==> src/rtl/intr_ctrl.sv <==
// Interrupt controller: pending/mask registers, lowest-index priority select and a
// req/ack handshake to the microsequencer. `define INTR_VECTAB_EN for a writable vector table.
module intr_ctrl #(
    parameter int NINTR    = 32,
    parameter int VECW     = 12,
    parameter int VEC_BASE = 0
) (
    input  logic                     clk,
    input  logic                     reset,
    input  logic [NINTR-1:0]         irq_set,
    input  logic                     clr_we,
    input  logic [$clog2(NINTR)-1:0] clr_idx,
    input  logic                     mask_we,
    input  logic [NINTR-1:0]         mask_wdata,
    input  logic                     tab_we,
    input  logic [$clog2(NINTR)-1:0] tab_idx,
    input  logic [VECW-1:0]          tab_wdata,
    input  logic                     intr_en,
    input  logic                     ack,
    input  logic                     eoi,
    output logic                     req,
    output logic [VECW-1:0]          vector,
    output logic [$clog2(NINTR)-1:0] num,
    output logic                     in_service,
    output logic [NINTR-1:0]         pending,
    output logic [NINTR-1:0]         mask,
    output logic [1:0]               fsm_state
);

    localparam int IW = $clog2(NINTR);

    localparam logic [1:0] S_IDLE = 2'd0;
    localparam logic [1:0] S_ARB  = 2'd1;
    localparam logic [1:0] S_REQ  = 2'd2;
    localparam logic [1:0] S_SERV = 2'd3;

    // Handshake: req stays high with num/vector frozen until the cycle ack is
    // sampled high; that edge clears pending[num] and enters service.

    logic [1:0]       state;
    logic [1:0]       state_nxt;
    logic [NINTR-1:0] clr_vec;
    logic [NINTR-1:0] ack_vec;
    logic [NINTR-1:0] pending_nxt;
    logic [NINTR-1:0] eligible;
    logic             any_nxt;
    logic             win_found;
    logic [IW-1:0]    win_idx;
    logic [VECW-1:0]  vec_sel;
    logic             num_cleared;

    always_comb begin
        clr_vec = '0;
        ack_vec = '0;
        if (clr_we) clr_vec[clr_idx] = 1'b1;
        if (state == S_REQ && ack) ack_vec[num] = 1'b1;
        // A new pulse always wins over any clear of the same bit.
        pending_nxt = ((pending | irq_set) & ~clr_vec & ~ack_vec) | irq_set;
    end

    assign eligible = pending & mask;
    // IDLE looks at the incoming pulses too, so a pulse reaches REQ two edges later.
    assign any_nxt  = |(pending_nxt & mask);

    always_comb begin
        win_found = 1'b0;
        win_idx   = '0;
        for (int i = NINTR - 1; i >= 0; i--) begin
            if (eligible[i]) begin
                win_found = 1'b1;
                win_idx   = IW'(i);
            end
        end
    end

`ifdef INTR_VECTAB_EN
    logic [VECW-1:0] vec_tab [NINTR];

    always_ff @(posedge clk or negedge reset) begin
        if (!reset) begin
            for (int i = 0; i < NINTR; i++) vec_tab[i] <= '0;
        end else if (tab_we) begin
            vec_tab[tab_idx] <= tab_wdata;
        end
    end

    assign vec_sel = vec_tab[win_idx];
`else
    logic unused_tab;
    assign unused_tab = &{1'b0, tab_we, tab_idx, tab_wdata};
    assign vec_sel    = VECW'(VEC_BASE) + VECW'(win_idx);
`endif

    assign num_cleared = clr_we && (clr_idx == num);

    always_comb begin
        state_nxt = state;
        case (state)
            S_IDLE: if (intr_en && any_nxt) state_nxt = S_ARB;
            S_ARB: begin
                if (!intr_en || !win_found) state_nxt = S_IDLE;
                else                        state_nxt = S_REQ;
            end
            S_REQ: begin
                if (ack)                               state_nxt = S_SERV;
                else if (!intr_en || num_cleared)      state_nxt = S_IDLE;
            end
            S_SERV: if (eoi) state_nxt = S_IDLE;
            default: state_nxt = S_IDLE;
        endcase
    end

    always_ff @(posedge clk or negedge reset) begin
        if (!reset) begin
            state   <= S_IDLE;
            pending <= '0;
            mask    <= '0;
            num     <= '0;
            vector  <= '0;
        end else begin
            state   <= state_nxt;
            pending <= pending_nxt;
            if (mask_we) mask <= mask_wdata;
            // num/vector only load on the way into REQ, so they hold through it.
            if (state == S_ARB && state_nxt == S_REQ) begin
                num    <= win_idx;
                vector <= vec_sel;
            end
        end
    end

    assign req        = (state == S_REQ);
    assign in_service = (state == S_SERV);
    assign fsm_state  = state;

endmodule
==> config.mk <==
export PLATFORM = sky130hd
export DESIGN_NAME = intr_ctrl
export DESIGN_NICKNAME = d
export VERILOG_FILES = /design/src/rtl/intr_ctrl.sv
export SDC_FILE = /design/constraint.sdc
export NUM_CORES = 1
export LEC_CHECK = 0
export BUFFER_PORTS_ARGS = -buffer_cell sky130_fd_sc_hd__buf_4
export CORE_ASPECT_RATIO = 0.8
export CORE_MARGIN = 5
export CORE_UTILIZATION = 44
export DETAILED_ROUTE_END_ITERATION = 10
export PLACE_DENSITY = 0.87
export SYNTH_ARGS = -nofsm -noshare
export SYNTH_HDL_FRONTEND = slang
export SYNTH_SLANG_ARGS = --single-unit
==> constraint.sdc <==
create_clock -name clk -period 2.1 [get_ports clk]
set_input_delay 0.21 -clock clk [delete_from_list [all_inputs] [get_ports clk]]
set_output_delay 0.21 -clock clk [all_outputs]
set_load 0.05 [all_outputs]
# --- Word-level counts from Yosys, hierarchy flattened ---
# Cells that the tools add are included.
classes:
  n_lt_le_gt_ge: 4
  eq_ne: 5
  muxes: 76
  bitwise: 8
  n_reduce_logical: 12
op_table:
  columns: ["operator", "n"]
  rows:
  - ["2-to-1 mux 5 bit", 32]
  - ["bitwise AND 32 bit", 4]
  - ["2-to-1 mux 32 bit", 2]
  - ["NOT 32 bit", 2]
  - ["OR 32 bit", 2]
  - ["2-to-1 mux 1 bit", 34]
  - ["OR reduction 32 bit", 1]
  - ["< comparator 5 x 6 -> 1 bit (second input constant)", 2]
  - ["demux 1 bit (select 5 bit)", 2]
  - [">= comparator 5 x 1 -> 1 bit (second input constant)", 2]
  - ["2-to-1 mux 2 bit", 5]
  - ["one-hot mux 2 bit (4 select lines)", 1]
  - ["== test 2 bit (second input constant)", 3]
  - ["logical AND 1 bit", 6]
  - ["== test 5 bit", 1]
  - ["== test 2 x 1 -> 1 bit (second input constant)", 1]
  - ["zero test 1 bit", 2]
  - ["zero test 2 bit", 1]
  - ["logical OR 1 bit", 2]
totals:
  ff_bits: 71
  inputBits: 94
  out_inout_bits: 85
  elab_cells: 109

# --- Depth between registers and ports, before layout ---
# Gate-level depths: netlist (run 1).
depth:
  ltp_word: 39
  ltp_mapped: 9

# --- Least setup slack after synthesis (run 1) ---
# OpenSTA, ideal clock, no wires.
synth_path:
  kind: "register to register"
  startpoint: "register state[0] (netlist: fsm_state[0])"
  endpoint: "register state[0] (netlist: fsm_state[0])"
  arrival_ns: 2.506
  required_time_ns: 1.948
  setup_slack_ns: -0.558
  path_stages_with_launch: 9
  period_less_slack_ns: 2.658
  path_cell_list: "dfrtp_1 buf_2 nand4bb_1 or4_1 o211ai_1 nand4_1 or4_1 nor4_1 o41ai_1"
synth_via:
  elab_chain_len: 11
  elab_cells_between_ends: 17
  cone_classes: "eq/ne (3); mux (6); bitwise (4); reduce/logical (4)"
synth_lines:
  columns: ["item", "line_no", "rtl"]
  rows:
  - ["from (decl)", "40", "logic [1:0] state;"]
  - ["from (signal assigned)", "121", "state <= state_nxt;"]
  - ["== test 2 bit", "56, 98", null]
  - ["logical AND 1 bit", "56", "if (state == S_REQ && ack) ack_vec[num] = 1'b1;"]
  - ["2-to-1 mux 32 bit", "56", null]
  - ["NOT 32 bit", "58", "pending_nxt = ((pending | irq_set) & ~clr_vec & ~ack_vec) | irq_set;"]
  - ["bitwise AND 32 bit", "58", null]
  - ["OR 32 bit", "58", null]
  - ["bitwise AND 32 bit", "63", "assign any_nxt = |(pending_nxt & mask);"]
  - ["OR reduction 32 bit", "63", null]
  - ["logical AND 1 bit", "99", "S_IDLE: if (intr_en && any_nxt) state_nxt = S_ARB;"]
  - ["2-to-1 mux 2 bit", "99", null]
  - ["one-hot mux 2 bit (4 select lines) (*)", "98", "case (state)"]
  - ["net state_nxt[0]", "41", "logic [1:0] state_nxt;"]
# The timed path passes the listed nets; every way through them passes the cells marked *.
# A chain may end at the register's enable or synchronous reset.

==> run_results.csv, run 1 <==
group,metric,value,unit
status,status,"finished with violations",
status,failed_checks,"setup timing",
grt,grt_antenna_before_repair,0,
pwr,vdd_ir_drop_max,0.572,mV
synthesis,top_count_cell_post_synth,"sky130_fd_sc_hd__dfrtp_1",
synthesis,yosys.area.top_type_share,42.5,%
cts,htree_levels,3,
worst_setup_path,crit_path_end_kind,"register",
timing,worst_clock_skew,0.00381,ns
cts,tritoncts.num_buffers,9,
timing,timing.final.ws_setup,-0.353,ns
worst_setup_path,critical_path_class,"register to register",
timing,timing_max_transition_violations_final,0,
cells_and_area,fin_cells,777,
cts,worst_skew_pair.late_latency,0.34,ns
cells_and_area,layout-area-overhead-vs-synth,53.2,%
die,dieWidth,119,microns
cts,clock_tree.buffer_depth,2,
route,post-route-drc-count,0,
route,detailroute.via_count,4663,
synthesis,synth_async_sr_flop_share,100,%
synthesis,synth-edff-count,0,
grt,grt_overflow_total,0,
pwr,p_per_area,943,mW/mm^2
worst_setup_path,ff2ff_setup_slack,-0.35,ns
timing,layout_worst_path_cycle_share,117,%
grt,track_usage,29.1,%
cells_and_area,fin_nets,751,
worst_setup_path,critical_path.reg2reg.endpoint,"fsm_state[0]",
synthesis,post_synth_instance_area,0.00418,sq mm
worst_setup_path,rr_worst_depth,8,
route,drt-wirelength-per-cell,21.7,microns
placed_design,port_buffers,153,
grt,grt_max_degree,39,
placed_design,place_congestion,0.963,
cells_and_area,nFillCells,709,
worst_setup_path,cp_data_arrival_time,2.66,ns
worst_setup_path,worstReg2RegStart,"vector[4]",
timing,finalCriticalPeriod,2.45,ns
die,site_row_count,31,
synthesis,ys_top_cells_by_count,"sky130_fd_sc_hd__dfrtp_1, sky130_fd_sc_hd__nand2_1, sky130_fd_sc_hd__o21ai_0",
timing,maxSlewHeadroom,65.9,%
min_path,worst_hold_path_type,"input port to register",
cells_and_area,layout-drive-gt1-share,48.6,%
die,die-height,97.2,microns
run,timing.max_cap.violations,0,
synthesis,postSynthRegisterBits,71,
die,initial_utilization,45.7,%
cts,clock-root-buffer,"sky130_fd_sc_hd__clkbuf_16",
route,drtIter0Drc,426,
grt,number_of_global_route_vias_before_repair,4744,
worst_setup_path,startpoint_type_of_the_worst_setup_path,"register",
cts,cts_tree,"yes",
synthesis,post_synth_inst_count,427,
pwr,static-leakage-power,0.00277,uW
die,design.die.area,0.0116,sq mm
cts,clock-sinks,71,
worst_setup_path,required,2.30,ns
synthesis,avgSynthCellArea,9.79,sq um
min_path,worstHoldStart,"irq_set[4]",
synthesis,synth-seq-area-share,42.5,%
worst_setup_path,critical_path_source,"vector[4]",
placed_design,placedCellCount,754,
synthesis,ys_types,56,
timing,max_freq,0.408,GHz
timing,setup-tns-final,-0.353,ns
cts,clkSlewWorstSetupHoldPaths,0.06,ns
timing,report.final.setup_viol,1,
synthesis,synth_area_leader_cell,"sky130_fd_sc_hd__dfrtp_1",
route,first_pass_iters,5,
route,post_route_ant_nets,0,
min_path,worstHoldPathCells,3,
route,wirelength,16900,microns
die,core_region_area,0.00915,sq mm
die,io_pins,179,
synthesis,cell_types_with_the_largest_area_share_after_synthesis,"sky130_fd_sc_hd__dfrtp_1, sky130_fd_sc_hd__mux2_2, sky130_fd_sc_hd__o21ai_0, sky130_fd_sc_hd__nand2b_1, sky130_fd_sc_hd__o21a_1",
route,vias_per_cell,6.00,
timing,setup_repair_after_global_routing_missed_its_margin,"yes",
worst_setup_path,critPathMaxFanout,6,
cells_and_area,insertedDiodeCount,0,
timing,timing_worst_slew_pin_value,0.511,ns
min_path,whs_endpoint,"pending[4]",
timing,finalHoldViolCount,0,
grt,first_pass_grt_wire_length,26500,microns
synthesis,ys.warnings.count,0,
placed_design,dp_hpwl,13100,microns
synthesis,ys.flop_type,"sky130_fd_sc_hd__dfrtp_1",
[flip-flops by register name, summed over array words and instances, names as in the netlist]
register,flops
vector,5
pending,32
mask,32
fsm_state,2
[metrics by stage]
stage | setup WS, ns | power [uW] | util [%] | instance area, sq um | hold slack, ns
3_5_place_dp | -0.405 | 4410 | 65.3 | 5980 | 0.196
3_3_place_gp | -0.380 | 4380 | 65.3 | 5980 | 0.189
4_1_cts | -0.335 | 5980 | 69.4 | 6350 | 0.0657
6_report | -0.353 | 6040 | 69.9 | 6400 | 0.0646
2_1_floorplan | -0.370 | 3290 | - | 4240 | -0.0856
5_1_grt | -0.455 | 6280 | 69.9 | 6400 | 0.0725
[logic make-up (layout without fill, tap and decap cells)]
family | Yosys count | in the layout | synth area share (%)
AND/OR/NAND/NOR | 151 | 151 | 20.8
AO/OA/AOI/OAI | 134 | 134 | 22.7
flip-flops | 71 | 71 | 42.5
buffers and inverters | 33 | 262 | 4.28
multiplexers | 32 | 32 | 8.59
XOR/XNOR | 5 | 5 | 1.05
other | 1 | 7 | 0.0897
[worst max-delay path, cell delays in order (launching register included)]
cell and delay [ns]:
sky130_fd_sc_hd__dfrtp_2 0.41, sky130_fd_sc_hd__buf_6 0.12, sky130_fd_sc_hd__or3b_4 0.39, sky130_fd_sc_hd__buf_4 0.16, sky130_fd_sc_hd__o31ai_2 0.17, sky130_fd_sc_hd__o22ai_1 0.16
sky130_fd_sc_hd__or4_1 0.54, sky130_fd_sc_hd__nor4_2 0.27, sky130_fd_sc_hd__o41ai_1 0.09
[power by group]
| part | switching (uW) | internal [uW] |
|---|---|---|
| logic | 1670 | 1160 |
| clock network | 588 | 861 |
| registers | 225 | 1530 |
| total | 2490 | 3550 |
[layout make-up]
type	instances	area, sq um	share of cell area (%)
sequential	71	1790	27.9
tap	115	144	2.25
clock inverter	3	17.5	0.274
multi-input combinational	329	2350	36.7
timing repair buffer	240	1820	28.4
inverter	6	22.5	0.352
clock buffer	13	260	4.06
[per-layer routing]
layer | routed length (microns) | vias to the layer above | global-route usage (%)
li1 | - | 2070 | -
met1 | 7190 | 2276 | 40.0
met2 | 7410 | 283 | 43.7
met3 | 1830 | 34 | 9.20
met4 | 432 | 0 | 8.82
met5 | 0 | - | 0
[placed cells by master, fill, tap and decap left out, drive strengths merged, types with 13 or more instances in the layout]
master and count:
nor2 16, o21ai 34, nand3 13, dfrtp 71, nand2b 23, o21a 19, buf 239, clkbuf 13
mux2 31, nand2 34
[how the worst max path moves through the flow]
| stage | to | cells past startpoint | slack [ns] |
|---|---|---|---|
| after floorplan | fsm_state[0] | 8 | -0.37 |
| after global placement | fsm_state[0] | 8 | -0.38 |
| after detailed placement | fsm_state[0] | 8 | -0.41 |
| after CTS | fsm_state[0] | 8 | -0.34 |
| after global routing | fsm_state[0] | 8 | -0.45 |
| final | fsm_state[0] | 8 | -0.35 |
[timing repair]
item | 4_1_cts | 5_1_grt
setup endpoints to repair | 5 | 3
resized for setup | 12 | 13
buffers inserted | 5 | 1
pin swaps | 2 | 7
hold endpoints to repair | 33 | 0
hold buffers | 1 | 0
(Power assumes the default switching activity.)
==> run 2, diff against run 1 <==
- CORE_ASPECT_RATIO: 0.8 -> not set
==> run 2 against run 1 <==
The flow still finishes with violations (setup timing). Count of clock-buffer cells in the layout down 2. Combinational power increased by 2%. Fmax fell by 1.3%. Setup slack worse by 0.033 ns. Wire length is 4.7% higher. Register-to-register slack worse by 0.03 ns. Sequential power about the same. Largest power group unchanged.
==> run_results.csv, run 2 (same netlist as run 1, synthesis figures left out) <==
group,metric,value,unit
status,status,"finished with violations",
status,failed_checks,"setup timing",
die,core_region_area,0.00924,sq mm
placed_design,detailedPlace.worstSlack,-0.475,ns
worst_setup_path,rr_worst_depth,8,
timing,report.final.setup_viol,1,
worst_setup_path,ff2ff_setup_slack,-0.39,ns
cells_and_area,most-common-layout-cells,"sky130_fd_sc_hd__buf_4, sky130_fd_sc_hd__dfrtp_1, sky130_fd_sc_hd__nand2_1",
worst_setup_path,critPathMaxFanout,6,
cts,htree_levels,3,
die,dieWidth,107,microns
worst_setup_path,critical_path.reg2reg.endpoint,"fsm_state[0]",
cts,clock-root-buffer,"sky130_fd_sc_hd__clkbuf_8",
timing,finalHoldViolCount,0,
cells_and_area,layout-drive-gt1-share,50.2,%
run,timing.max_cap.violations,0,
worst_setup_path,worstReg2RegStart,"fsm_state[1]",
die,io_pins,179,
cells_and_area,top_regs,"mask (32), pending (32), vector (5)",
die,initial_utilization,45.2,%
timing,max_freq,0.402,GHz
worst_setup_path,cp_data_arrival_time,2.69,ns
grt,grt_antenna_before_repair,0,
route,wirelength,17700,microns
worst_setup_path,startpoint_type_of_the_worst_setup_path,"register",
cells_and_area,finalCoreUtilization,70.7,%
route,vias_per_cell,5.83,
timing,setup-tns-final,-0.386,ns
route,detailroute.via_count,4701,
cells_and_area,fin_nets,766,
placed_design,dp_hpwl,14100,microns
route,post-route-drc-count,0,
pwr,share_seq_of_total_power,28.8,%
pwr,vdd_ir_drop_max,0.668,mV
die,design.die.area,0.0115,sq mm
route,drtIter0Drc,381,
timing,setup_repair_after_global_routing_missed_its_margin,"yes",
grt,grt_overflow_total,0,
pwr,combinationalPowerShare,47.9,%
timing,worst_clock_skew,0.0142,ns
grt,number_of_global_route_vias_before_repair,4834,
cts,clkSlewWorstSetupHoldPaths,0.09,ns
min_path,worstHoldPathCells,3,
timing,timing_max_transition_violations_final,0,
cells_and_area,final_common_cell,"sky130_fd_sc_hd__buf_4",
grt,first_pass_grt_wire_length,26800,microns
route,first_pass_iters,5,
pwr,internal_power,3590,uW
pwr,post_route_total_power,6070,uW
timing,timing.final.ws_setup,-0.386,ns
route,post_route_ant_nets,0,
pwr,sw_frac_of_total,40.9,%
cts,clock_tree.buffer_depth,2,
pwr,power_frac_clock,23.3,%
placed_design,placedCellCount,784,
placed_design,port_buffers,153,
worst_setup_path,critical_path_class,"register to register",
timing,finalCriticalPeriod,2.49,ns
grt,grt_max_degree,37,
route,drt-wirelength-per-cell,21.9,microns
pwr,static-leakage-power,0.00285,uW
placed_design,place_congestion,0.935,
cts,tritoncts.num_buffers,9,
cts,clock-sinks,71,
min_path,worst_hold_path_type,"input port to register",
worst_setup_path,required,2.31,ns
cts,worst_skew_pair.late_latency,0.36,ns
die,site_row_count,35,
cells_and_area,fin_cells,806,
min_path,worstHoldStart,"irq_set[1]",
die,die-height,107,microns
cts,cts_tree,"yes",
grt,track_usage,30.6,%
min_path,whs_endpoint,"pending[1]",
pwr,power_switching,2480,uW
timing,layout_worst_path_cycle_share,118,%
pwr,p_per_area,930,mW/mm^2
cells_and_area,insertedDiodeCount,0,
cells_and_area,layout-area-overhead-vs-synth,56.4,%
worst_setup_path,crit_path_end_kind,"register",
## run 2: changes by cell type in the layout (fill, tap and decap cells not counted), moves of 3 or more
cell                        change
sky130_fd_sc_hd__clkbuf_16      -9
sky130_fd_sc_hd__nor3_1         +3
sky130_fd_sc_hd__buf_4         +13
sky130_fd_sc_hd__bufinv_16      +3
sky130_fd_sc_hd__clkbuf_8       +9
## run 2: per-stage QoR
stage / hold WS, ns / instance area, sq um
finish: 0.0446 / 6540
global route: 0.0542 / 6540
CTS: 0.0318 / 6500
detailed placement: 0.200 / 6140
global placement: 0.195 / 6140
floorplan: -0.0856 / 4240
## run 2: final cells by class
type / count / area (sq um)
inverter: 6 / 22.5
tap: 129 / 161
fill: 699 / 2710
multi-input combinational: 329 / 2350
clock inverter: 5 / 104
clock buffer: 11 / 151
timing repair buffer: 255 / 1960
sequential: 71 / 1790
## run 2: worst max path at each step
stage / start / endpoint / slack [ns] / cells after the start
after floorplan: vector[3] / fsm_state[0] / -0.37 / 8
after global placement: clr_idx[0] / fsm_state[0] / -0.40 / 8
after detailed placement: clr_idx[0] / fsm_state[0] / -0.48 / 8
after CTS: vector[4] / fsm_state[0] / -0.39 / 7
after global routing: vector[4] / fsm_state[0] / -0.47 / 7
final: fsm_state[1] / fsm_state[0] / -0.39 / 8
## run 2: routing by layer
layer,global-route usage (%),up-vias,share of wire [%]
met1,39.6,2278,40
met4,11.5,0,4.1
met5,0,-,0
li1,-,2093,-
met3,8.22,54,9.3
met2,49.2,276,47
## run 2: power by group through the flow
stage	sequential, uW	clock (uW)	combinational, uW
floorplan	2220	0	1070
global placement	1750	0	2760
detailed placement	1770	0	2780
CTS	1740	1440	2880
global route	1780	1480	3050
finish	1750	1410	2910
## run 2: critical path, stage by stage (launching register included)
cell	delay, ns
sky130_fd_sc_hd__dfrtp_2	0.46
sky130_fd_sc_hd__buf_4	0.15
sky130_fd_sc_hd__nand4bb_4	0.19
sky130_fd_sc_hd__or4_1	0.51
sky130_fd_sc_hd__o211ai_1	0.12
sky130_fd_sc_hd__nand4_1	0.12
sky130_fd_sc_hd__or4_4	0.55
sky130_fd_sc_hd__nor4_4	0.15
sky130_fd_sc_hd__o41ai_1	0.10
## run 2: repair_timing
| action | in CTS | in global routing |
|---|---|---|
| gates resized for setup | 13 | 10 |
| setup endpoints to repair | 3 | 4 |
| hold buffers | 1 | 0 |
| setup buffers | 5 | 0 |
| pin swaps | 3 | 4 |
| endpoints found under the hold margin | 35 | 0 |
